`src/rtl/seg_scan_ctrl.sv`:
```
// Multiplexed 7-segment scan controller: divider-paced digit scan with
// frame-aligned shadow loading, leading-zero suppression, blinking and polarity.
module seg_scan_ctrl #(
    parameter int NUM_DIGITS      = 6,
    parameter int DIV             = 50000,
    parameter int BLINK_FRAMES    = 64,
    parameter int SEG_ACTIVE_HIGH = 1
) (
    input  logic                    clk,
    input  logic                    rst,
    input  logic [4*NUM_DIGITS-1:0] code,
    input  logic [NUM_DIGITS-1:0]   dp,
    input  logic [NUM_DIGITS-1:0]   blink_mask,
    input  logic                    code_load,
    input  logic                    lz_en,
    output logic [7:0]              digit_seg,
    output logic [NUM_DIGITS-1:0]   digit_cath,
    output logic                    frame_start,
    output logic                    load_ack
);

    localparam int IDX_W = (NUM_DIGITS > 1) ? $clog2(NUM_DIGITS) : 1;
    localparam int DIV_W = $clog2(DIV);
    localparam int FRM_W = (BLINK_FRAMES > 1) ? $clog2(BLINK_FRAMES) : 1;
    localparam logic [7:0] SEG_OFF = (SEG_ACTIVE_HIGH != 0) ? 8'h00 : 8'hFF;

    function automatic logic [7:0] hex_to_seg(input logic [3:0] nib);
        logic [7:0] s;
        case (nib)
            4'h0:    s = 8'hFC;
            4'h1:    s = 8'h60;
            4'h2:    s = 8'hDA;
            4'h3:    s = 8'hF2;
            4'h4:    s = 8'h66;
            4'h5:    s = 8'hB6;
            4'h6:    s = 8'hBE;
            4'h7:    s = 8'hE0;
            4'h8:    s = 8'hFE;
            4'h9:    s = 8'hF6;
            4'hA:    s = 8'hEE;
            4'hB:    s = 8'h3E;
            4'hC:    s = 8'h9C;
            4'hD:    s = 8'h7A;
            4'hE:    s = 8'h9E;
            4'hF:    s = 8'h8E;
            default: s = 8'h00;
        endcase
        return s;
    endfunction

    logic [DIV_W-1:0]        div_q, div_d;
    logic [IDX_W-1:0]        idx_q, idx_d;
    logic [4*NUM_DIGITS-1:0] sh_code_q, sh_code_d, act_code_q, act_code_d;
    logic [NUM_DIGITS-1:0]   sh_dp_q, sh_dp_d, act_dp_q, act_dp_d;
    logic [NUM_DIGITS-1:0]   sh_blink_q, sh_blink_d, act_blink_q, act_blink_d;
    logic                    pend_q, pend_d;
    logic [FRM_W-1:0]        frm_q, frm_d;
    logic                    phase_q, phase_d;
    logic [7:0]              seg_q, seg_d;
    logic [NUM_DIGITS-1:0]   cath_q, cath_d;
    logic                    fs_q, fs_d, ack_q, ack_d;

    logic                    tick_s, wrap_s, sel_s, higher_zero_s, lz_blank_s;
    logic                    dp_sel_s, blink_sel_s;
    logic [3:0]              nib_s;
    logic [7:0]              seg_raw_s;

    // Next-state logic; segment outputs are built from next-state index and
    // active data so a newly applied load is already visible on digit 0.
    always_comb begin
        div_d       = div_q;
        idx_d       = idx_q;
        sh_code_d   = sh_code_q;
        sh_dp_d     = sh_dp_q;
        sh_blink_d  = sh_blink_q;
        act_code_d  = act_code_q;
        act_dp_d    = act_dp_q;
        act_blink_d = act_blink_q;
        pend_d      = pend_q;
        frm_d       = frm_q;
        phase_d     = phase_q;
        seg_d       = seg_q;
        cath_d      = cath_q;

        tick_s = (div_q == DIV_W'(DIV - 1));
        wrap_s = tick_s && (idx_q == IDX_W'(NUM_DIGITS - 1));

        if (tick_s) begin
            div_d = '0;
            if (wrap_s) begin
                idx_d = '0;
            end else begin
                idx_d = idx_q + IDX_W'(1);
            end
        end else begin
            div_d = div_q + DIV_W'(1);
        end

        if (wrap_s && pend_q) begin
            act_code_d  = sh_code_q;
            act_dp_d    = sh_dp_q;
            act_blink_d = sh_blink_q;
            pend_d      = 1'b0;
        end else begin
            pend_d = pend_q;
        end

        // A load in the wrap cycle lands in the shadow and stays pending.
        if (code_load) begin
            sh_code_d  = code;
            sh_dp_d    = dp;
            sh_blink_d = blink_mask;
            pend_d     = 1'b1;
        end else begin
            sh_code_d = sh_code_q;
        end

        if (wrap_s) begin
            if (frm_q == FRM_W'(BLINK_FRAMES - 1)) begin
                frm_d   = '0;
                phase_d = ~phase_q;
            end else begin
                frm_d = frm_q + FRM_W'(1);
            end
        end else begin
            frm_d = frm_q;
        end

        nib_s         = 4'h0;
        dp_sel_s      = 1'b0;
        blink_sel_s   = 1'b0;
        lz_blank_s    = 1'b0;
        higher_zero_s = 1'b1;
        for (int i = NUM_DIGITS - 1; i >= 0; i--) begin
            sel_s         = (IDX_W'(i) == idx_d);
            higher_zero_s = higher_zero_s & (act_code_d[4*i +: 4] == 4'h0);
            nib_s         = nib_s | ({4{sel_s}} & act_code_d[4*i +: 4]);
            dp_sel_s      = dp_sel_s | (sel_s & act_dp_d[i]);
            blink_sel_s   = blink_sel_s | (sel_s & act_blink_d[i]);
            lz_blank_s    = lz_blank_s | (sel_s & lz_en & (i != 0) & higher_zero_s);
        end

        seg_raw_s = hex_to_seg(nib_s) | {7'b0000000, dp_sel_s};
        if (lz_blank_s || (!phase_d && blink_sel_s)) begin
            seg_raw_s = 8'h00;
        end else begin
            seg_raw_s = seg_raw_s;
        end

        if (tick_s) begin
            seg_d  = (SEG_ACTIVE_HIGH != 0) ? seg_raw_s : ~seg_raw_s;
            cath_d = ~(NUM_DIGITS'(1) << idx_d);
        end else begin
            seg_d  = seg_q;
            cath_d = cath_q;
        end

        fs_d  = wrap_s;
        ack_d = wrap_s && pend_q;
    end

    // State and output registers with synchronous active-low reset.
    always_ff @(posedge clk) begin
        if (!rst) begin
            div_q       <= '0;
            idx_q       <= '0;
            sh_code_q   <= '0;
            sh_dp_q     <= '0;
            sh_blink_q  <= '0;
            act_code_q  <= '0;
            act_dp_q    <= '0;
            act_blink_q <= '0;
            pend_q      <= 1'b0;
            frm_q       <= '0;
            phase_q     <= 1'b1;
            seg_q       <= SEG_OFF;
            cath_q      <= '1;
            fs_q        <= 1'b0;
            ack_q       <= 1'b0;
        end else begin
            div_q       <= div_d;
            idx_q       <= idx_d;
            sh_code_q   <= sh_code_d;
            sh_dp_q     <= sh_dp_d;
            sh_blink_q  <= sh_blink_d;
            act_code_q  <= act_code_d;
            act_dp_q    <= act_dp_d;
            act_blink_q <= act_blink_d;
            pend_q      <= pend_d;
            frm_q       <= frm_d;
            phase_q     <= phase_d;
            seg_q       <= seg_d;
            cath_q      <= cath_d;
            fs_q        <= fs_d;
            ack_q       <= ack_d;
        end
    end

    assign digit_seg   = seg_q;
    assign digit_cath  = cath_q;
    assign frame_start = fs_q;
    assign load_ack    = ack_q;

endmodule
```
`config.mk`:
```
export PLATFORM = sky130hd
export DESIGN_NAME = seg_scan_ctrl
export DESIGN_NICKNAME = d
export VERILOG_FILES = /design/src/rtl/seg_scan_ctrl.sv
export SDC_FILE = /design/constraint.sdc
export NUM_CORES = 1
export LEC_CHECK = 0
export ABC_CLOCK_PERIOD_IN_PS = 4600
export BUFFER_PORTS_ARGS = -buffer_cell sky130_fd_sc_hd__buf_2
export CAP_MARGIN = 20
export CORE_MARGIN = 4
export CORE_UTILIZATION = 58
export DETAILED_ROUTE_END_ITERATION = 8
export GPL_ROUTABILITY_DRIVEN = 1
export PLACE_DENSITY = 0.79
export SYNTH_ARGS = -nofsm -noshare
export SYNTH_HDL_FRONTEND = slang
export SYNTH_SLANG_ARGS = --single-unit
```
`constraint.sdc`:
```
create_clock -name clk -period 4.6 [get_ports clk]
set_input_delay 0.69 -clock clk [delete_from_list [all_inputs] [get_ports clk]]
set_output_delay 0.69 -clock clk [all_outputs]
set_load 0.03 [all_outputs]
```
==> out/summary.txt <==
WL met2: 5930 um
total of max-cap violations: 0
CTS H-tree depth: 4
Final Wtd Congestion: 0.991
Yosys cell types: 54
Clock Sinks: 115
1st-iter DRT viols: 395
Seq cells post-synth: 115
Reg2Reg Launch Point: div_q[11]
Clock Tree Root: clkbuf_8
post-layout min period: 3.86 ns
routed via count: 4644
core area: 8720 sq um
CP Data Arrival Time: 4.26 ns
Fin. Hold Viols: 0
sequential fraction of the synthesis area: 0.442
worst path buffer plus inverter count: 1
Setup Viol. Count Final: 0
Slew HR: 0.286
overall routing resource usage: 0.255
worst endpoint required time: 5.00 ns
number of I/O pins: 56
Area Overhead vs Synth: 17.3%
Post-Syn Area: 5210 sq um
final core occ: 0.701
hold path cells: 3
CTS Buffer Depth: 2
outcome: complete, no violations
worst stage delay on the critical path: 0.67 ns
Gate Count Post-Synth: 598
top sig layer: met4
Max Slew Vio Count: 0
fmax: 259 MHz
# resized after CTS: 0
vias in the first global route: 4371
Critical Path Fanout Max: 29
Worst path slowest cell: nor4_4
reg-to-reg slack, setup: 0.74 ns
Final ANT Viol Nets: 0
Power Total: 2.39 mW
cts bufs inserted: 17
hold path start: code[1]
VDD IR max: 289 uV
n_diodes: 0
drt pass-1 iters: 5
most common cell after layout, fill and taps aside: dfxtp_1
Hold WS: 0.404 ns
Starting Density: 0.598
WL per Instance: 16.8 um
Worst Hold End: sh_code_q[1]
setup_tns: 0 ns
RSZ-0062 raised after global routing: false
static leakage: 2.56 nW
most frequent cells in the layout: 115 x dfxtp_1, 83 x nor2_1, 66 x nand2_1
largest net degree at the start of global routing: 73
Crit Path Class: reg -> reg
Crit path max-delay family: simple AND/OR/NAND/NOR gates
final WL: 12900 um
Post-route DRC: 0
layout cells sized above 1: 0.164
post-CTS setup buffers: 0
nets: 697
crit-path cells: or4b_1, nor4_4, nand2_2, buf_4, mux2i_1, o22ai_1, a211o_1, ha_1, or3_1, a21oi_1, o31ai_1
clock latency on the worst-skew pair: 0.52 ns
syn_area_per_cell: 8.71 sq um
routed wl met3: 973 um
hold buffers post-CTS: 0
Crit Reg-Reg Endpoint: digit_seg[6]
WL met1: 5740 um
DIE HEIGHT: 103 um
Tightest Pin Transition: 1.07 ns
Die X: 103 um
initial antenna violation count: 0
Hold Crit Class: in -> reg
vias per inst: 6.05
FILL cells: 689
CP startpoint kind: register
Pwr Density: 391 nW/um^2
HPWL Detailed: 9060 um
R2R cell count: 11
IO buf count: 55
Clock transition at path regs: 0.06 ns
Critical Path Source: div_q[11]
Synth Net Count: 648
standard-cell row count: 34
CTS tree: done
skew final: 0.00702 ns
Die Footprint: 10600 sq um
grt ovf: 0
first-pass GRT wire length: 21000 um
Worst setup EP type: register
synth warn: 0
part of the cycle the worst path needs: 0.839
layer usage:
metal  vias to the layer above  track usage
li1                       2246            -
met1                      2163        0.346
met2                       206        0.396
met3                        29       0.0622
met4                         0       0.0946
met5                         -            0
where the power goes:
group / leakage (nW) / total [mW] / switching (mW) / internal [mW]
Combinational: 1.35 / 0.0812 / 0.0440 / 0.0372
Sequential: 0.935 / 1.04 / 0.0170 / 1.02
Clock: 0.272 / 1.27 / 0.482 / 0.791
Total: 2.56 / 2.39 / 0.543 / 1.85
sequential cells by signal, summed over array words and instances (netlist names):
register	cells
sh_code_q	24
frm_q	6
sh_blink_q	6
phase_q	1
load_ack	1
act_code_q	24
act_dp_q	6
act_blink_q	6
digit_cath	6
frame_start	1
sh_dp_q	6
div_q	16
idx_q	3
pend_q	1
digit_seg	8
logic make-up (layout without fill, tap and decap cells):
group / count (synthesis) / after routing / synth area share
buffers and inverters: 36 / 98 / 0.0300
DFF: 115 / 115 / 0.442
xor gates and xnor gates: 18 / 18 / 0.0303
and+or+nand+nor: 250 / 250 / 0.230
AOI/OAI and AO/OA: 114 / 114 / 0.137
muxes: 55 / 55 / 0.107
adders and majority gates: 10 / 10 / 0.0240
cells in the mapped netlist (all sizes together):
cell type	number	area (sq um)
nor2	83	312
xor2	11	96.3
o21ai	28	140
clkbuf	19	71.3
and4b	1	10.0
a31oi	2	12.5
a22oi	6	45.0
a31o	2	17.5
nand4b	1	8.76
a22o	1	8.76
nand3b	1	7.51
nand2	67	254
o21ba	1	10.0
nand3	40	200
dfxtp	115	2300
o221ai	1	8.76
or4	1	7.51
xnor2	7	61.3
nor4	15	115
o22a	1	8.76
a21boi	2	15.0
and3b	1	8.76
o211ai	2	15.0
nor4b	3	32.5
and2	5	31.3
a211oi	7	62.6
mux2i	53	531
inv	4	15.0
mux2	2	26.3
a21oi	37	185
nor3	4	20.0
buf	13	70.1
o22ai	7	43.8
and3	11	68.8
o21bai	1	7.51
nor3b	3	22.5
o221a	2	22.5
a211o	3	26.3
o31ai	9	67.6
a32oi	1	8.76
or3	6	37.5
or4b	2	23.8
ha	10	125
o311a	1	10.0
nand4	6	37.5
metrics by stage:
stage               instance area [sq um]  cells  setup WS, ns
finish                               6110    768         0.743
global route                         6110    768         0.511
CTS                                  6110    768         0.754
detailed placement                   5530    736         0.783
global placement                     5530    736         0.927
floorplan                            5210    598          1.28
cell type report:
type                            count  area (sq um)  share of cell area
Inverter                            4          15.0             0.00246
Multi-Input combinational cell    447          2750               0.450
Tap cell                          108           135              0.0221
Timing Repair Buffer               62           328              0.0536
Clock buffer                       19           432              0.0706
Sequential cell                   115          2300               0.377
Clock inverter                     13           148              0.0242
worst register-to-register path, cell delays in order, from the launching register on:
cell and delay (ns):
dfxtp_1 0.36, or4b_1 0.64, nor4_4 0.67, nand2_2 0.17, buf_4 0.30, mux2i_1 0.26, o22ai_1 0.11, a211o_1 0.34
ha_1 0.32, or3_1 0.36, a21oi_1 0.13, o31ai_1 0.09
worst max path at each step:
stage / end / cells after the start / slack [ns]
detailed placement: digit_seg[6] / 11 / 0.78
CTS: digit_seg[6] / 11 / 0.75
global placement: digit_seg[6] / 11 / 0.93
finish: digit_seg[6] / 11 / 0.74
floorplan: digit_seg[6] / 12 / 1.28
global route: digit_seg[2] / 12 / 0.51
Note: power is estimated with default switching activity, not from simulation.
